### src/rtl/aes_inv_rounds.sv
// aes_inv_rounds: AES-128 inverse-cipher sequencing controller.
//   Holds the 128-bit working state, caches the NR+1 round keys streamed in
//   forward order by the key expander, and replays them from NR down to 0.
//   AddRoundKey is done here. InvShiftRows, InvSubBytes and InvMixColumns are
//   external combinational blocks that read sreg and return their results.
// Ports:
//   clk, reset        clock; asynchronous active-low reset
//   start, key_reload request (taken only in IDLE); reload forces a key load
//   ciphertext        block to decrypt, captured on an accepted start
//   key_in/key_valid  round-key stream (round 0 first), key_ready handshake
//   inv_shifted/inv_subbytes/inv_mixed  results of the external inverse blocks
//   sreg, round       working state and current round index
//   busy, done        activity flag, one-cycle completion pulse
//   plaintext         result, held until the next accepted start completes
module aes_inv_rounds #(
  parameter int NR = 10
) (
  input  logic         clk,
  input  logic         reset,
  input  logic         start,
  input  logic         key_reload,
  input  logic [127:0] ciphertext,
  input  logic [127:0] key_in,
  input  logic         key_valid,
  output logic         key_ready,
  input  logic [127:0] inv_shifted,
  input  logic [127:0] inv_subbytes,
  input  logic [127:0] inv_mixed,
  output logic [127:0] sreg,
  output logic [3:0]   round,
  output logic         busy,
  output logic         done,
  output logic [127:0] plaintext
);

  localparam logic [2:0] S_IDLE    = 3'd0;
  localparam logic [2:0] S_LOADKEY = 3'd1;
  localparam logic [2:0] S_INIT    = 3'd2;
  localparam logic [2:0] S_ROWS    = 3'd3;
  localparam logic [2:0] S_BYTES   = 3'd4;
  localparam logic [2:0] S_ADDKEY  = 3'd5;
  localparam logic [2:0] S_COLS    = 3'd6;
  localparam logic [2:0] S_FINISH  = 3'd7;

  localparam logic [3:0] LAST = 4'(NR);
  localparam logic [3:0] FIRST_RND = 4'(NR - 1);

  logic [2:0]   state_q, state_d;
  logic [127:0] sreg_q, sreg_d;
  logic [3:0]   round_q, round_d;
  logic [3:0]   ptr_q, ptr_d;
  logic         keys_loaded_q, keys_loaded_d;
  logic         done_q, done_d;
  logic [127:0] pt_q, pt_d;
  logic [127:0] ct_hold_q, ct_hold_d;
  logic         cache_we;
  logic [127:0] rkey;

  // Key cache is not reset; keys_loaded_q guards against using stale contents.
  logic [127:0] cache_q [0:NR];

  // Round key for the current round; out-of-range indices read as zero.
  assign rkey = (round_q <= LAST) ? cache_q[round_q] : '0;

  always_comb begin
    state_d       = state_q;
    sreg_d        = sreg_q;
    round_d       = round_q;
    ptr_d         = ptr_q;
    keys_loaded_d = keys_loaded_q;
    done_d        = 1'b0;
    pt_d          = pt_q;
    ct_hold_d     = ct_hold_q;
    cache_we      = 1'b0;
    case (state_q)
      S_IDLE: begin
        if (start) begin
          ct_hold_d = ciphertext;
          if (key_reload || !keys_loaded_q) begin
            state_d = S_LOADKEY;
            ptr_d   = '0;
          end else begin
            state_d = S_INIT;
          end
        end
      end
      S_LOADKEY: begin
        if (key_valid) begin
          cache_we = 1'b1;
          ptr_d    = ptr_q + 4'd1;
          if (ptr_q == LAST) begin
            keys_loaded_d = 1'b1;
            state_d       = S_INIT;
          end
        end
      end
      S_INIT: begin
        sreg_d  = ct_hold_q ^ cache_q[NR];
        round_d = FIRST_RND;
        state_d = S_ROWS;
      end
      S_ROWS: begin
        sreg_d  = inv_shifted;
        state_d = S_BYTES;
      end
      S_BYTES: begin
        sreg_d  = inv_subbytes;
        state_d = S_ADDKEY;
      end
      S_ADDKEY: begin
        sreg_d = sreg_q ^ rkey;
        if (round_q == 4'd0) begin
          pt_d    = sreg_q ^ rkey;
          done_d  = 1'b1;
          state_d = S_FINISH;
        end else begin
          state_d = S_COLS;
        end
      end
      S_COLS: begin
        // Only entered with round_q >= 1, so this never wraps.
        sreg_d  = inv_mixed;
        round_d = round_q - 4'd1;
        state_d = S_ROWS;
      end
      S_FINISH: begin
        sreg_d  = '0;
        state_d = S_IDLE;
      end
      default: begin
        sreg_d  = '0;
        state_d = S_IDLE;
      end
    endcase
  end

  always_ff @(posedge clk or negedge reset) begin
    if (!reset) begin
      state_q       <= S_IDLE;
      sreg_q        <= '0;
      round_q       <= '0;
      ptr_q         <= '0;
      keys_loaded_q <= 1'b0;
      done_q        <= 1'b0;
      pt_q          <= '0;
      ct_hold_q     <= '0;
    end else begin
      state_q       <= state_d;
      sreg_q        <= sreg_d;
      round_q       <= round_d;
      ptr_q         <= ptr_d;
      keys_loaded_q <= keys_loaded_d;
      done_q        <= done_d;
      pt_q          <= pt_d;
      ct_hold_q     <= ct_hold_d;
    end
  end

  always_ff @(posedge clk) begin
    if (cache_we && (ptr_q <= LAST)) cache_q[ptr_q] <= key_in;
  end

  assign key_ready = (state_q == S_LOADKEY);
  assign busy      = (state_q != S_IDLE);
  assign sreg      = sreg_q;
  assign round     = round_q;
  assign done      = done_q;
  assign plaintext = pt_q;

endmodule

### config.mk
export PLATFORM = sky130hd
export DESIGN_NAME = aes_inv_rounds
export DESIGN_NICKNAME = d
export VERILOG_FILES = /design/src/rtl/aes_inv_rounds.sv
export SDC_FILE = /design/constraint.sdc
export NUM_CORES = 2
export LEC_CHECK = 0
export BUFFER_PORTS_ARGS = -buffer_cell sky130_fd_sc_hd__buf_2
export CAP_MARGIN = 25
export CELL_PAD_IN_SITES_DETAIL_PLACEMENT = 0
export CELL_PAD_IN_SITES_GLOBAL_PLACEMENT = 2
export CORE_MARGIN = 1
export CORE_UTILIZATION = 35
export CTS_CLUSTER_DIAMETER = 30
export DETAILED_ROUTE_END_ITERATION = 16
export PLACE_DENSITY = 0.76
export SETUP_SLACK_MARGIN = 0.4
export SLEW_MARGIN = 20
export SYNTH_ARGS = -nofsm -noshare
export SYNTH_HDL_FRONTEND = slang
export SYNTH_SLANG_ARGS = --single-unit
### constraint.sdc
create_clock -name clk -period 23.5 [get_ports clk]
set_clock_uncertainty 0.15 [all_clocks]
set_input_delay 3.525 -clock clk [delete_from_list [all_inputs] [get_ports clk]]
set_output_delay 3.525 -clock clk [all_outputs]
set_load 0.02 [all_outputs]
==> metrics <==
outcome finished, final reports clean; most frequent cells in the layout 1,408 x edfxtp_1, 906 x buf_2, 599 x mux2i_1; root buffer cell clkbuf_16; top cells by area, synth edfxtp_1 54%, dfrtp_1 13%, mux2i_1 7.7%; Worst Reg-to-Reg Cells 12; Data required, critical path between 15,000 and 20,000 ps; area leader, netlist edfxtp_1; syn nets between 6,000 and 7,000; DRT iter0 DRCs about 3,600; Synth Instances approximately 5,400; Crit Path Class reg -> out; Clock Tree Buf Depth 4; met1 Usage GRT 0.291; num ports around 910; Final period util 0.283; sw power between 4 and 5 mW; asr flop ratio synth 0.220; logic gate share of total power 0.263; Clk network pwr share 0.423; Max-slew headroom 0.242; worst reg2reg endpoint sreg[105]; die height 474 um; Final Wtd Congestion about 0.81; top cell type's share of synthesized area 0.542; final slew viol count 0; first-pass GRT wire length roughly 370,000 um; launching point of the worst reg2reg path state_q[0]; worst hold slack 315 ps; #FFs+latches synth 1,805; Post-Syn Area 78,000 um2; IO buf count between 900 and 1,000; Largest stage delay, worst path 660 ps; Final Util 0.453; GRT overflow 0; # nets final a little over 7,000; Critical Path, Cell by Cell buf_4 -> nand2b_1 -> inv_1 -> buf_2; Tightest Hold Check Type reg -> reg; post_cts resized 0; TritonCTS buffer count 416; FMAX approximately 150 MHz; share of post-route cells with drive strength above 1 0.290; RSZ-0062 raised after global routing no; met2 Resource Use GR 0.381; area taken by multi-input logic gates 24,100 um2; Crit Path Max Fanout between 40 and 50; routed wire length about 260,000 um; Total GRT Usage 0.230; met3 GRT Util 0.0558; Int Power slightly above 9 mW; Sink Count roughly 1,800; sequential share of power 0.315; Worst-path clk slew approximately 40 ps; Hold Crit Endpoint keys_loaded_q; Main synth FF type edfxtp_1; CP arrival a little under 3000 ps; max_cap viols 0; pin count of the biggest net entering global routing around 150; Critical Path Source Type register; core area around 220,000 um2; Hold Startpoint keys_loaded_q; number of fill cells approximately 20,000; final setup fails 0; antenna-violating nets left 0; R2R Setup Slk roughly 18,000 ps; antenna violations before repair between 50 and 60; TritonCTS clock tree done; VDD IR max a little under 80 uV; DR vias approximately 51,000; min Tclk post-route 6660 ps; Critical Path Slowest Stage Cell dfrtp_4; crit end category output port; hpwl dp approximately 170,000 um; setup bufs post-CTS 0; Wirelength per Cell around 27 um; power density cells 137 nW/um2; Sw Share 0.331; Post-CTS Hold Fix Bufs 0; Leak roughly 37 nW; EDFF count, synth ~1,400; Initial Util 0.354; gr busiest metal met2; commonest non-fill, non-tap cell in the layout edfxtp_1; Slew @ Worst Pin approximately 1100 ps; drt pass-1 iters 6; Setup TNS 0 ps; Via density between 5 and 6; post-synth cell types 60; hold path depth 1; syn_area_per_cell between 10 and 15 um2; Rows between 150 and 200; Layout area overhead 28.1%; Reg area 52,200 um2; Yosys Warn Count 0; residual DRC count 0; die extent in x around 470 um; CTS H-tree depth 5; final hold vios 0; die area about 220,000 um2; Clk Latency, worst-skew pair between 900 and 1000 ps; vias in the first global route 50,900; post-synthesis sequential area ratio 0.669
-- registers in the layout (all words and copies together) (netlist names) --
| name | count |
|---|---|
| ct_hold_q | 128 |
| done | 1 |
| ptr_q | 4 |
| plaintext | 128 |
| round | 4 |
| sreg | 128 |
| cache_q | 1408 |
| state_q | 3 |
| keys_loaded_q | 1 |
-- cells by family after synthesis --
| family | share of synthesized area |
|---|---|
| multiplexers | 0.115 |
| AND/OR/NAND/NOR | 0.0423 |
| flip-flops | 0.669 |
| adder cells (fa/ha/maj) | 0.00192 |
| XOR/XNOR | 0.0383 |
| AO/OA/AOI/OAI | 0.108 |
| buffers and inverters | 0.0247 |
-- stage by stage --
step	power, mW	instance area [um2]	setup WS [ps]	std cells
6_report	13.7	100000	16840	9757
5_1_grt	14.3	100000	16440	9753
4_1_cts	13.8	99700	16760	9737
3_5_place_dp	8.00	85500	15720	8982
3_3_place_gp	7.94	85400	15770	8975
2_1_floorplan	6.52	78000	6450	5387
-- synthesized netlist by cell type (71+ instances only) --
master	count
edfxtp_1	1408
nor2_1	114
mux2_2	238
a22o_1	93
mux2i_1	599
buf_2	106
xnor2_1	224
a21oi_1	199
a211oi_1	71
dfrtp_1	397
nand3_1	118
and2_1	111
clkbuf_1	183
xor2_1	117
o21ai_0	202
a22oi_1	381
nand2_1	326
-- power by group through the flow --
stage	clock network (mW)	registers, mW	logic, mW
floorplan	0	4.45	2.07
global placement	0	4.35	3.60
detailed placement	0	4.36	3.63
CTS	5.86	4.31	3.65
global route	6.02	4.36	3.90
finish	5.79	4.31	3.60
-- worst max-delay path: cells and delay by family (launching register included) --
family | cells | cell delay (ps)
buffers and inverters | 3 | 990
AND/OR/NAND/NOR | 1 | 390
flip-flops | 1 | 660
-- how the worst max path moves through the flow --
stage | slack, ps | to | startpoint | cells after the start
after floorplan | 6450 | keys_loaded_q | key_valid | 3
after global placement | 15770 | plaintext[46] | reset | 5
after detailed placement | 15720 | plaintext[47] | reset | 5
after CTS | 16760 | sreg[36] | reset | 5
after global routing | 16440 | sreg[36] | reset | 5
final | 16840 | key_ready | state_q[2] | 4
-- final cells by class --
| class | count | share of cell area |
|---|---|---|
| Antenna cell | 12 | 0.000300 |
| Clock buffer | 509 | 0.111 |
| Clock inverter | 246 | 0.0308 |
| Inverter | 29 | 0.00109 |
| Multi-Input combinational cell | 3186 | 0.241 |
| Sequential cell | 1805 | 0.522 |
| Tap cell | 2958 | 0.0370 |
| Timing Repair Buffer | 1012 | 0.0564 |
-- layer usage --
metal  vias to the layer above  part of all wire
met1                     25900              0.42
met3                       465             0.068
li1                      23000                 -
met4                        28             0.031
met5                         -           0.00069
met2                      1763              0.48
Power figures use the tool's default switching activity.
